## src/rtl/gcbp_stripe_gen.sv

```systemverilog
// rtl/gcbp_stripe_gen.sv - bit-plane stripe generator for gray-code bit-plane sub images
//
// Scans one video line of luma samples, extracts one bit per pixel (binary or
// gray-coded bit plane k) and packs the pixels of each of C_NUM_SUBIMAGES
// windows into a C_SUBIMAGE_WIDTH-bit output line.
//
// Ports:
//   i_clk              clock, rising edge
//   i_resetn           synchronous active-low reset
//   i_luma_data        luma sample, qualified by i_luma_valid
//   i_luma_valid       one pixel consumed per cycle when high
//   i_new_line         single-cycle start-of-line pulse; latches plane/mode
//   i_bit_plane        bit plane k (clamped to C_LUMA_WIDTH-1)
//   i_gray_mode        1 = gray-coded bit plane
//   i_line_ready       consumer accepts o_line when high with o_line_valid
//   o_line             completed sub image line, first pixel at MSB
//   o_line_valid       o_line holds unconsumed data
//   o_subimage_idx     sub image index of o_line
//   o_busy             line scan in progress (GAP/CAPTURE)
//   o_overflow         one-cycle pulse when a pending o_line is overwritten
//   o_overflow_sticky  latched overflow, cleared only by reset
module gcbp_stripe_gen #(
  parameter int C_SUBIMAGE_WIDTH  = 128,
  parameter int C_NUM_SUBIMAGES   = 4,
  parameter int C_PIXELS_PER_LINE = 720,
  parameter int C_EDGE_GAP        = 41,
  parameter int C_INNER_GAP       = 42,
  parameter int C_LUMA_WIDTH      = 9
) (
  input  logic                        i_clk,
  input  logic                        i_resetn,
  input  logic [C_LUMA_WIDTH-1:0]     i_luma_data,
  input  logic                        i_luma_valid,
  input  logic                        i_new_line,
  input  logic [3:0]                  i_bit_plane,
  input  logic                        i_gray_mode,
  input  logic                        i_line_ready,
  output logic [C_SUBIMAGE_WIDTH-1:0] o_line,
  output logic                        o_line_valid,
  output logic [2:0]                  o_subimage_idx,
  output logic                        o_busy,
  output logic                        o_overflow,
  output logic                        o_overflow_sticky
);

  localparam int W  = C_SUBIMAGE_WIDTH;
  localparam int CW = $clog2(C_PIXELS_PER_LINE + W + C_INNER_GAP + 2);

  localparam logic [CW-1:0] C_PMAX  = CW'(C_PIXELS_PER_LINE);
  localparam logic [CW-1:0] C_START = CW'(C_EDGE_GAP);
  localparam logic [CW-1:0] C_WM1   = CW'(W - 1);
  localparam logic [CW-1:0] C_STEP  = CW'(C_INNER_GAP + 1);
  localparam logic [CW-1:0] C_ONE   = CW'(1);
  localparam logic [2:0]    C_LAST  = 3'(C_NUM_SUBIMAGES - 1);
  localparam logic [3:0]    C_KMAX  = (C_LUMA_WIDTH > 16) ? 4'hf : 4'(C_LUMA_WIDTH - 1);

  generate
    if (C_EDGE_GAP + C_NUM_SUBIMAGES * W + (C_NUM_SUBIMAGES - 1) * C_INNER_GAP > C_PIXELS_PER_LINE) begin : g_bad_geometry
      $error("gcbp_stripe_gen: sub images do not fit in the active line");
    end
    if (C_NUM_SUBIMAGES < 1 || C_NUM_SUBIMAGES > 8) begin : g_bad_count
      $error("gcbp_stripe_gen: C_NUM_SUBIMAGES must be 1..8");
    end
    if (W < 2) begin : g_bad_width
      $error("gcbp_stripe_gen: C_SUBIMAGE_WIDTH must be at least 2");
    end
  endgenerate

  typedef enum logic [1:0] {
    S_IDLE,
    S_GAP,
    S_CAPTURE,
    S_TAIL
  } state_t;

  state_t          state;
  logic [CW-1:0]   pix_cnt;
  // Pixel index ending the current phase: start_s while in GAP, start_s+W-1 in CAPTURE.
  logic [CW-1:0]   edge_pos;
  logic [2:0]      sub_idx;
  logic [3:0]      k_sel;
  logic            gray_sel;
  logic [W-1:0]    shift_q;
  // Completion is staged one cycle so o_line loads on the edge after the last pixel.
  logic            done_q;
  logic [2:0]      done_idx;

  logic [3:0]      k_clamped;
  logic [1:0]      bit_pair;
  logic            pix_bit;
  logic            pix_take;

  assign k_clamped = (i_bit_plane > C_KMAX) ? C_KMAX : i_bit_plane;
  // A zero above the MSB makes the top plane's gray bit degrade to the plain bit.
  assign bit_pair  = 2'({1'b0, i_luma_data} >> k_sel);
  assign pix_bit   = bit_pair[0] ^ (gray_sel & bit_pair[1]);
  assign pix_take  = i_luma_valid && (state == S_GAP || state == S_CAPTURE) && (pix_cnt != C_PMAX);

  always_ff @(posedge i_clk) begin
    if (!i_resetn) begin
      state             <= S_IDLE;
      pix_cnt           <= '0;
      edge_pos          <= '0;
      sub_idx           <= '0;
      k_sel             <= '0;
      gray_sel          <= 1'b0;
      shift_q           <= '0;
      done_q            <= 1'b0;
      done_idx          <= '0;
      o_line            <= '0;
      o_line_valid      <= 1'b0;
      o_subimage_idx    <= '0;
      o_busy            <= 1'b0;
      o_overflow        <= 1'b0;
      o_overflow_sticky <= 1'b0;
    end else begin
      o_overflow <= 1'b0;
      done_q     <= 1'b0;

      // Output holding register; independent of i_new_line so a pending line survives it.
      if (done_q) begin
        o_line         <= shift_q;
        o_subimage_idx <= done_idx;
        o_line_valid   <= 1'b1;
        if (o_line_valid && !i_line_ready) begin
          o_overflow        <= 1'b1;
          o_overflow_sticky <= 1'b1;
        end
      end else if (o_line_valid && i_line_ready) begin
        o_line_valid <= 1'b0;
      end

      if (i_new_line) begin
        state    <= S_GAP;
        o_busy   <= 1'b1;
        pix_cnt  <= '0;
        edge_pos <= C_START;
        sub_idx  <= '0;
        shift_q  <= '0;
        k_sel    <= k_clamped;
        gray_sel <= i_gray_mode;
      end else if (pix_take) begin
        pix_cnt <= pix_cnt + C_ONE;
        case (state)
          S_GAP: begin
            if (pix_cnt == edge_pos) begin
              shift_q  <= {shift_q[W-2:0], pix_bit};
              edge_pos <= edge_pos + C_WM1;
              state    <= S_CAPTURE;
            end
          end
          S_CAPTURE: begin
            shift_q <= {shift_q[W-2:0], pix_bit};
            if (pix_cnt == edge_pos) begin
              done_q   <= 1'b1;
              done_idx <= sub_idx;
              if (sub_idx == C_LAST) begin
                state  <= S_TAIL;
                o_busy <= 1'b0;
              end else begin
                state    <= S_GAP;
                sub_idx  <= sub_idx + 3'd1;
                edge_pos <= edge_pos + C_STEP;
              end
            end
          end
          default: ;
        endcase
      end
    end
  end

endmodule
```

## config.mk

```make
export PLATFORM = sky130hd
export DESIGN_NAME = gcbp_stripe_gen
export DESIGN_NICKNAME = d
export VERILOG_FILES = /design/src/rtl/gcbp_stripe_gen.sv
export SDC_FILE = /design/constraint.sdc
export NUM_CORES = 1
export LEC_CHECK = 0
export CAP_MARGIN = 20
export CORE_MARGIN = 2
export CORE_UTILIZATION = 35
export CTS_CLUSTER_SIZE = 28
export DETAILED_ROUTE_END_ITERATION = 10
export PLACE_DENSITY = 0.6
export SLEW_MARGIN = 20
export SYNTH_ARGS = -nofsm -noshare
export SYNTH_HDL_FRONTEND = slang
export SYNTH_SLANG_ARGS = --single-unit
```

## constraint.sdc

```tcl
create_clock -name i_clk -period 2.63 [get_ports i_clk]
set_input_delay 0.526 -clock i_clk [delete_from_list [all_inputs] [get_ports i_clk]]
set_output_delay 0.526 -clock i_clk [all_outputs]
set_load 0.01 [all_outputs]
```

==> results of run 1 <==
==> logic make-up (layout without fill, tap and decap cells) <==
family	Yosys count	count (layout)	share of synthesized area, %
adders and majority gates	10	10	1.03
and+or+nand+nor	467	467	20.2
xor gates and xnor gates	26	26	2.11
AOI/OAI and AO/OA	163	163	10.6
DFF	297	297	48.8
buffers and inverters	95	263	4.93
muxes	145	145	12.3
==> state kept, by name, indices dropped and copies added (netlist names) <==
signal / cells
done_q: 1
edge_pos: 10
gray_sel: 1
o_busy: 1
pix_cnt: 10
o_line_valid: 1
sub_idx: 3
shift_q: 128
o_line: 128
k_sel: 4
done_idx: 3
o_overflow: 1
o_overflow_sticky: 1
o_subimage_idx: 3
state: 2
==> how the worst max path moves through the flow <==
stage | startpoint | end | slack (ns) | depth (start not counted)
4_1_cts | state[0] | edge_pos[8] | 0.21 | 10
5_1_grt | state[0] | edge_pos[8] | 0.11 | 10
3_5_place_dp | i_luma_valid | shift_q[109] | 0.19 | 10
3_3_place_gp | i_luma_valid | sub_idx[1] | 0.22 | 8
6_report | state[0] | edge_pos[8] | 0.31 | 10
2_1_floorplan | state[0] | edge_pos[8] | 0.47 | 10
==> where the power goes <==
part | internal, mW | total [mW] | switching [mW]
Combinational | 0.193 | 0.477 | 0.284
Sequential | 4.51 | 4.53 | 0.0162
Clock | 2.93 | 4.81 | 1.88
Total | 7.64 | 9.81 | 2.18
==> stage by stage <==
step	total power, mW	util, %	cells
floorplan	4.98	-	1203
global placement	5.11	41.4	1766
detailed placement	5.11	41.4	1766
CTS	10.0	44.8	1826
global route	10.2	44.8	1826
finish	9.81	44.8	1826
==> cell type report <==
cell class	instances	area, um2	area share [%]
clock buffer	47	1020	6.62
clock inverter	13	143	0.924
inverter	13	48.8	0.316
multi-input combinational	811	5660	36.7
sequential	297	5950	38.5
tap	455	569	3.69
timing repair buffer	190	2040	13.2
==> cell usage after synthesis, types with 2 or more instances <==
cell type  number  area (um2)
dfxtp_1       297        5950
nand2_1       172         646
mux2i_1       141        1410
nor2b_1       140         876
a21oi_2       100         876
nand2_2       100         626
a21oi_1        34         170
clkbuf_1       33         124
nor2_1         17        63.8
buf_2          16        80.1
buf_1          15        56.3
xnor2_1        15         131
inv_1          13        48.8
buf_12         11         220
ha_1           10         125
nand3_1         8        40.0
o31ai_1         7        52.6
xor2_1          7        61.3
and3_1          6        37.5
nor3_1          6        30.0
buf_6           5        56.3
mux4_2          4        90.1
o21ai_0         4        20.0
xnor2_2         4        65.1
nand2b_1        3        18.8
nor4_1          3        18.8
o21a_1          3        22.5
a21o_1          2        15.0
a22oi_1         2        15.0
buf_4           2        15.0
nand4_2         2        25.0
o31a_1          2        17.5
or3_1           2        12.5
or4_1           2        15.0
==> metal layers <==
| metal | wire [um] | GRT usage [%] | vias to the layer above |
|---|---|---|---|
| met4 | 431 | 3.76 | 0 |
| met5 | 0 | 0 | - |
| met3 | 1370 | 3.51 | 33 |
| met2 | 11600 | 23.6 | 152 |
| met1 | 12400 | 19.0 | 3905 |
| li1 | - | - | 4268 |
==> what timing repair did <==
action / 4_1_cts / 5_1_grt
endpoints found under the setup margin: 0 / 1
resized for setup: 0 / 1
hold endpoints to repair: 0 / 0
buffers inserted: 0 / 0
==> reports/results.ini, run 1 <==
[outcome]
status=complete, no violations

[layout]
synthToLayoutAreaGrowth_pct=26.6
final_common_cell=dfxtp_1
mostFrequentLayoutCells=dfxtp_1, nand2_1, clkdlybuf4s50_1
stdcell_area_mm2=0.0154
drive_above_1_share_pct=22.8
final.fill_count=3293
insertedDiodeCount=0
layout.nets=1377

[job]
drv_cap=0

[critical_path]
r2r_setup_slack_ns=0.31
crit_buf_inv=2
path_class=reg -> reg
cp.required_ns=3.06
path_cells=inv_1, ha_1, inv_1, ha_1, nor2b_1, nor3_1, o21ai_1, a21oi_1, or4_1, a21oi_1
cp_top_family=simple AND/OR/NAND/NOR gates
r2r.worst_path.cells=10
r2r-end=edge_pos[8]
critical_path_peak_fanout=6
slowest_delay_ns=0.41
crit_slowest_cell=or4_1
crit_arrival_ns=2.76
crit_path_end_kind=flop
startpoint_type=flop
r2r_start=state[0]

[placement]
port_buffers=153
placed_cell_area_mm2=0.0143
gp_congestion=0.775
pre_cts_ws_ns=0.190
dpl.hpwl_um=16700

[sta]
rsz0062_at_grt=false
min_period_ns=2.32
whs_ns=0.454
tightest_slew_ns=0.686
max_freq_ghz=0.430
slew_violations=0
setup_ws_ns=0.306
finalSetupTns_ns=0
setup_viol_count_final=0
skew_ns=0.0110
finalHoldViolations=0
period_share_pct=88.4
slew_headroom_pct=53.9

[synth]
synth_ff_type=dfxtp_1
syn_nets=1232
syn_inst=1203
yosys_warnings=0
synth_edf_count=0
synth.avg_cell_area_um2=10.1
synthArstFlopShare_pct=0
synth_cell_types=49
ys_ff_latch=297
yosysSeqAreaShare_pct=48.8
netlist_area_mm2=0.0122

[routing]
drc=0
vias=8358
vias_per_cell=4.58
ant_nets=0
wl_per_cell_um=14.1
drt_wl_total_um=25800
drt_iter0_markers=320
drtPass1Iterations=4

[clocking]
clk_pin_slew_ns=0.06
clk_path_buf_depth=3
numCtsBuffers=35
htree_levels=2
clock_sinks=297
ctsHoldBuffers=0
cts_root_buffer=clkbuf_16
clock_latency_ns=0.51
cts_tree=done

[global_routing]
grt_pass1_vias=8338
grtUsageTotal_pct=14.4
antenna_found_initial=0
overflow=0
grt_max_degree=65
grt_pass1_wl_um=43000

[floorplan]
num_rows=68
die_h_um=191
die_width_um=191
initial_utilization_pct=35.4
coreArea_mm2=0.0345
die-area_mm2=0.0363
ios=154

[pwr]
p_leak_nw=4.72
power-per-cell-area_mw_per_mm2=636
peakVddDrop_v=0.000435

[worst_hold_path]
min_from=o_overflow_sticky
hp-class=reg -> reg
hold_depth=1
min_to=o_overflow_sticky

No activity file was read; power rests on OpenSTA's default activity.
==> run 2: changes to the inputs <==
--- a/config.mk
+++ b/config.mk
@@ -10,6 +10,7 @@
 export CORE_UTILIZATION = 35
 export CTS_CLUSTER_SIZE = 28
 export DETAILED_ROUTE_END_ITERATION = 10
+export MAX_ROUTING_LAYER = met4
 export PLACE_DENSITY = 0.6
 export SLEW_MARGIN = 20
 export SYNTH_ARGS = -nofsm -noshare
==> reports/results.ini, run 2 (synthesis results as in run 1) <==
[pwr]
power-per-cell-area_mw_per_mm2=636  ; about the same
totalPowerFinal_mw=9.82  ; about the same
p_sw_mw=2.18  ; +0.31%
p_clk_share_pct=49.0  ; about the same
peakVddDrop_v=0.000435  ; about the same
intPower_mw=7.64  ; about the same
p_leak_nw=4.72  ; unchanged
p_comb_share_pct=4.9  ; about the same
switching_share_pct=22.2  ; +0.054 points
seqPwrFrac_pct=46.1  ; about the same

[floorplan]
ios=154  ; unchanged
die_h_um=191  ; unchanged
die-area_mm2=0.0363  ; unchanged
coreArea_mm2=0.0345  ; unchanged
num_rows=68  ; unchanged
initial_utilization_pct=35.4  ; unchanged
die_width_um=191  ; unchanged

[critical_path]
crit_arrival_ns=2.76  ; about the same
crit_slowest_cell=dfxtp_1
path_cells=xnor2_2, nand4_2, or3_1, a21oi_4, buf_12, buf_12, nand2_1, a21oi_1
critical_path_peak_fanout=26  ; +20
cp_top_family=simple AND/OR/NAND/NOR gates
cp.required_ns=3.07  ; about the same
startpoint_type=flop
slowest_delay_ns=0.54  ; +0.13 ns
crit_top_cell=buf_12
path_class=reg -> reg
crit_path_end_kind=flop
crit_buf_inv=2  ; unchanged

[layout]
layout.nets=1377  ; unchanged
reg_top3=o_line: 128 flops, shift_q: 128 flops
stdcell_area_mm2=0.0154  ; unchanged
stdcell_count=1826  ; unchanged
final.fill_count=3293  ; unchanged
final_common_cell=dfxtp_1
final_util_pct=44.8  ; unchanged
synthToLayoutAreaGrowth_pct=26.6  ; unchanged
drive_above_1_share_pct=22.8  ; unchanged
insertedDiodeCount=0  ; unchanged
mostFrequentLayoutCells=dfxtp_1, nand2_1, clkdlybuf4s50_1

[global_routing]
antenna_found_initial=0  ; unchanged
grt_pass1_vias=8335  ; -0.036%
gr-usage-met1_pct=19.2  ; +0.11 points
grtUsageTotal_pct=14.9  ; +0.43 points
overflow=0  ; unchanged
grt.busiest_layer=met2
met2_usage_pct=23.6  ; unchanged
grt_pass1_wl_um=43100  ; about the same
met3_usage_pct=3.35  ; -0.17 points
grt_max_degree=65  ; unchanged

[sta]
setup_viol_count_final=0  ; unchanged
max_freq_ghz=0.431  ; about the same
period_share_pct=88.3  ; about the same
tightest_slew_ns=0.686  ; +0.000498 ns
rsz0062_at_grt=false
slew_headroom_pct=53.9  ; about the same
finalSetupTns_ns=0  ; unchanged
finalHoldViolations=0  ; unchanged
min_period_ns=2.32  ; -0.00177 ns
slew_violations=0  ; unchanged
skew_ns=0.0119  ; +0.000941 ns

[placement]
place_inst=1766  ; unchanged
port_buffers=153  ; unchanged
dpl.hpwl_um=16700  ; unchanged
gp_congestion=0.785  ; +1.4%
placed_cell_area_mm2=0.0143  ; unchanged

[routing]
drc=0  ; unchanged
vias_per_cell=4.58  ; about the same
ant_nets=0  ; unchanged
vias=8356  ; -0.024%
drt_wl_total_um=25800  ; about the same
drtPass1Iterations=4  ; unchanged
wl_per_cell_um=14.1  ; about the same
drt_iter0_markers=330  ; +3.1%

[clocking]
clk_pin_slew_ns=0.06  ; about the same
cts_tree=done
clock_latency_ns=0.51  ; about the same
ctsHoldBuffers=0  ; unchanged
numCtsBuffers=35  ; unchanged
clock_sinks=297  ; unchanged
cts_root_buffer=clkbuf_16
clk_path_buf_depth=3  ; unchanged
htree_levels=2  ; unchanged

[outcome]
status=complete, no violations

[job]
drv_cap=0  ; unchanged

[worst_hold_path]
hp-class=reg -> reg

## run 2: timing repair
action | in CTS | in global routing
endpoints found under the setup margin | 0 | 1
gates resized for setup | 0 | 1
setup buffers | 0 | 0
endpoints found under the hold margin | 0 | 0
## run 2: area by class of cell
| class | instances | area, um2 | area share, % |
|---|---|---|---|
| flip-flops and latches | 297 | 5950 | 38.5 |
| multi-input cells | 811 | 5660 | 36.7 |
| repair buffers | 190 | 2040 | 13.2 |
| clock buffers | 47 | 1020 | 6.62 |
| well taps | 455 | 569 | 3.69 |
| clock inverters | 13 | 143 | 0.924 |
| inverters | 13 | 48.8 | 0.316 |
## run 2: power by group through the flow
| stage | logic [mW] | clock network (mW) | registers [mW] |
|---|---|---|---|
| 2_1_floorplan | 0.357 | 0 | 4.62 |
| 3_3_place_gp | 0.480 | 0 | 4.63 |
| 3_5_place_dp | 0.485 | 0 | 4.63 |
| 4_1_cts | 0.486 | 4.99 | 4.53 |
| 5_1_grt | 0.520 | 5.18 | 4.53 |
| 6_report | 0.477 | 4.82 | 4.53 |
## run 2: routing by layer
metal / vias up / share of wire, %
met3: 36 / 5.0
met2: 145 / 45
li1: 4268 / -
met1: 3907 / 48
met5: - / 0
met4: 0 / 1.6
## run 2: final timing paths
path,slack (ns),cells past startpoint,end,start
max reg2reg,0.31,8,shift_q[109],pix_cnt[3]
min reg2reg,0.45,1,o_overflow_sticky,o_overflow_sticky
min,0.45,1,o_overflow_sticky,o_overflow_sticky
max,0.31,8,shift_q[109],pix_cnt[3]
## run 2: metrics by stage
stage          hold WS [ns]  setup slack, ns
2_1_floorplan         0.436            0.469
3_3_place_gp          0.436            0.217
3_5_place_dp          0.444            0.190
4_1_cts               0.429            0.215
5_1_grt               0.456            0.113
6_report              0.454            0.308
==> run 3: changes to the inputs <==
--- a/config.mk
+++ b/config.mk
@@ -10,7 +10,6 @@
 export CORE_UTILIZATION = 35
 export CTS_CLUSTER_SIZE = 28
 export DETAILED_ROUTE_END_ITERATION = 10
-export MAX_ROUTING_LAYER = met4
 export PLACE_DENSITY = 0.6
 export SLEW_MARGIN = 20
 export SYNTH_ARGS = -nofsm -noshare
==> results of run 3 <==
The final DEF is identical to that of run 1; final timing and power are the same.
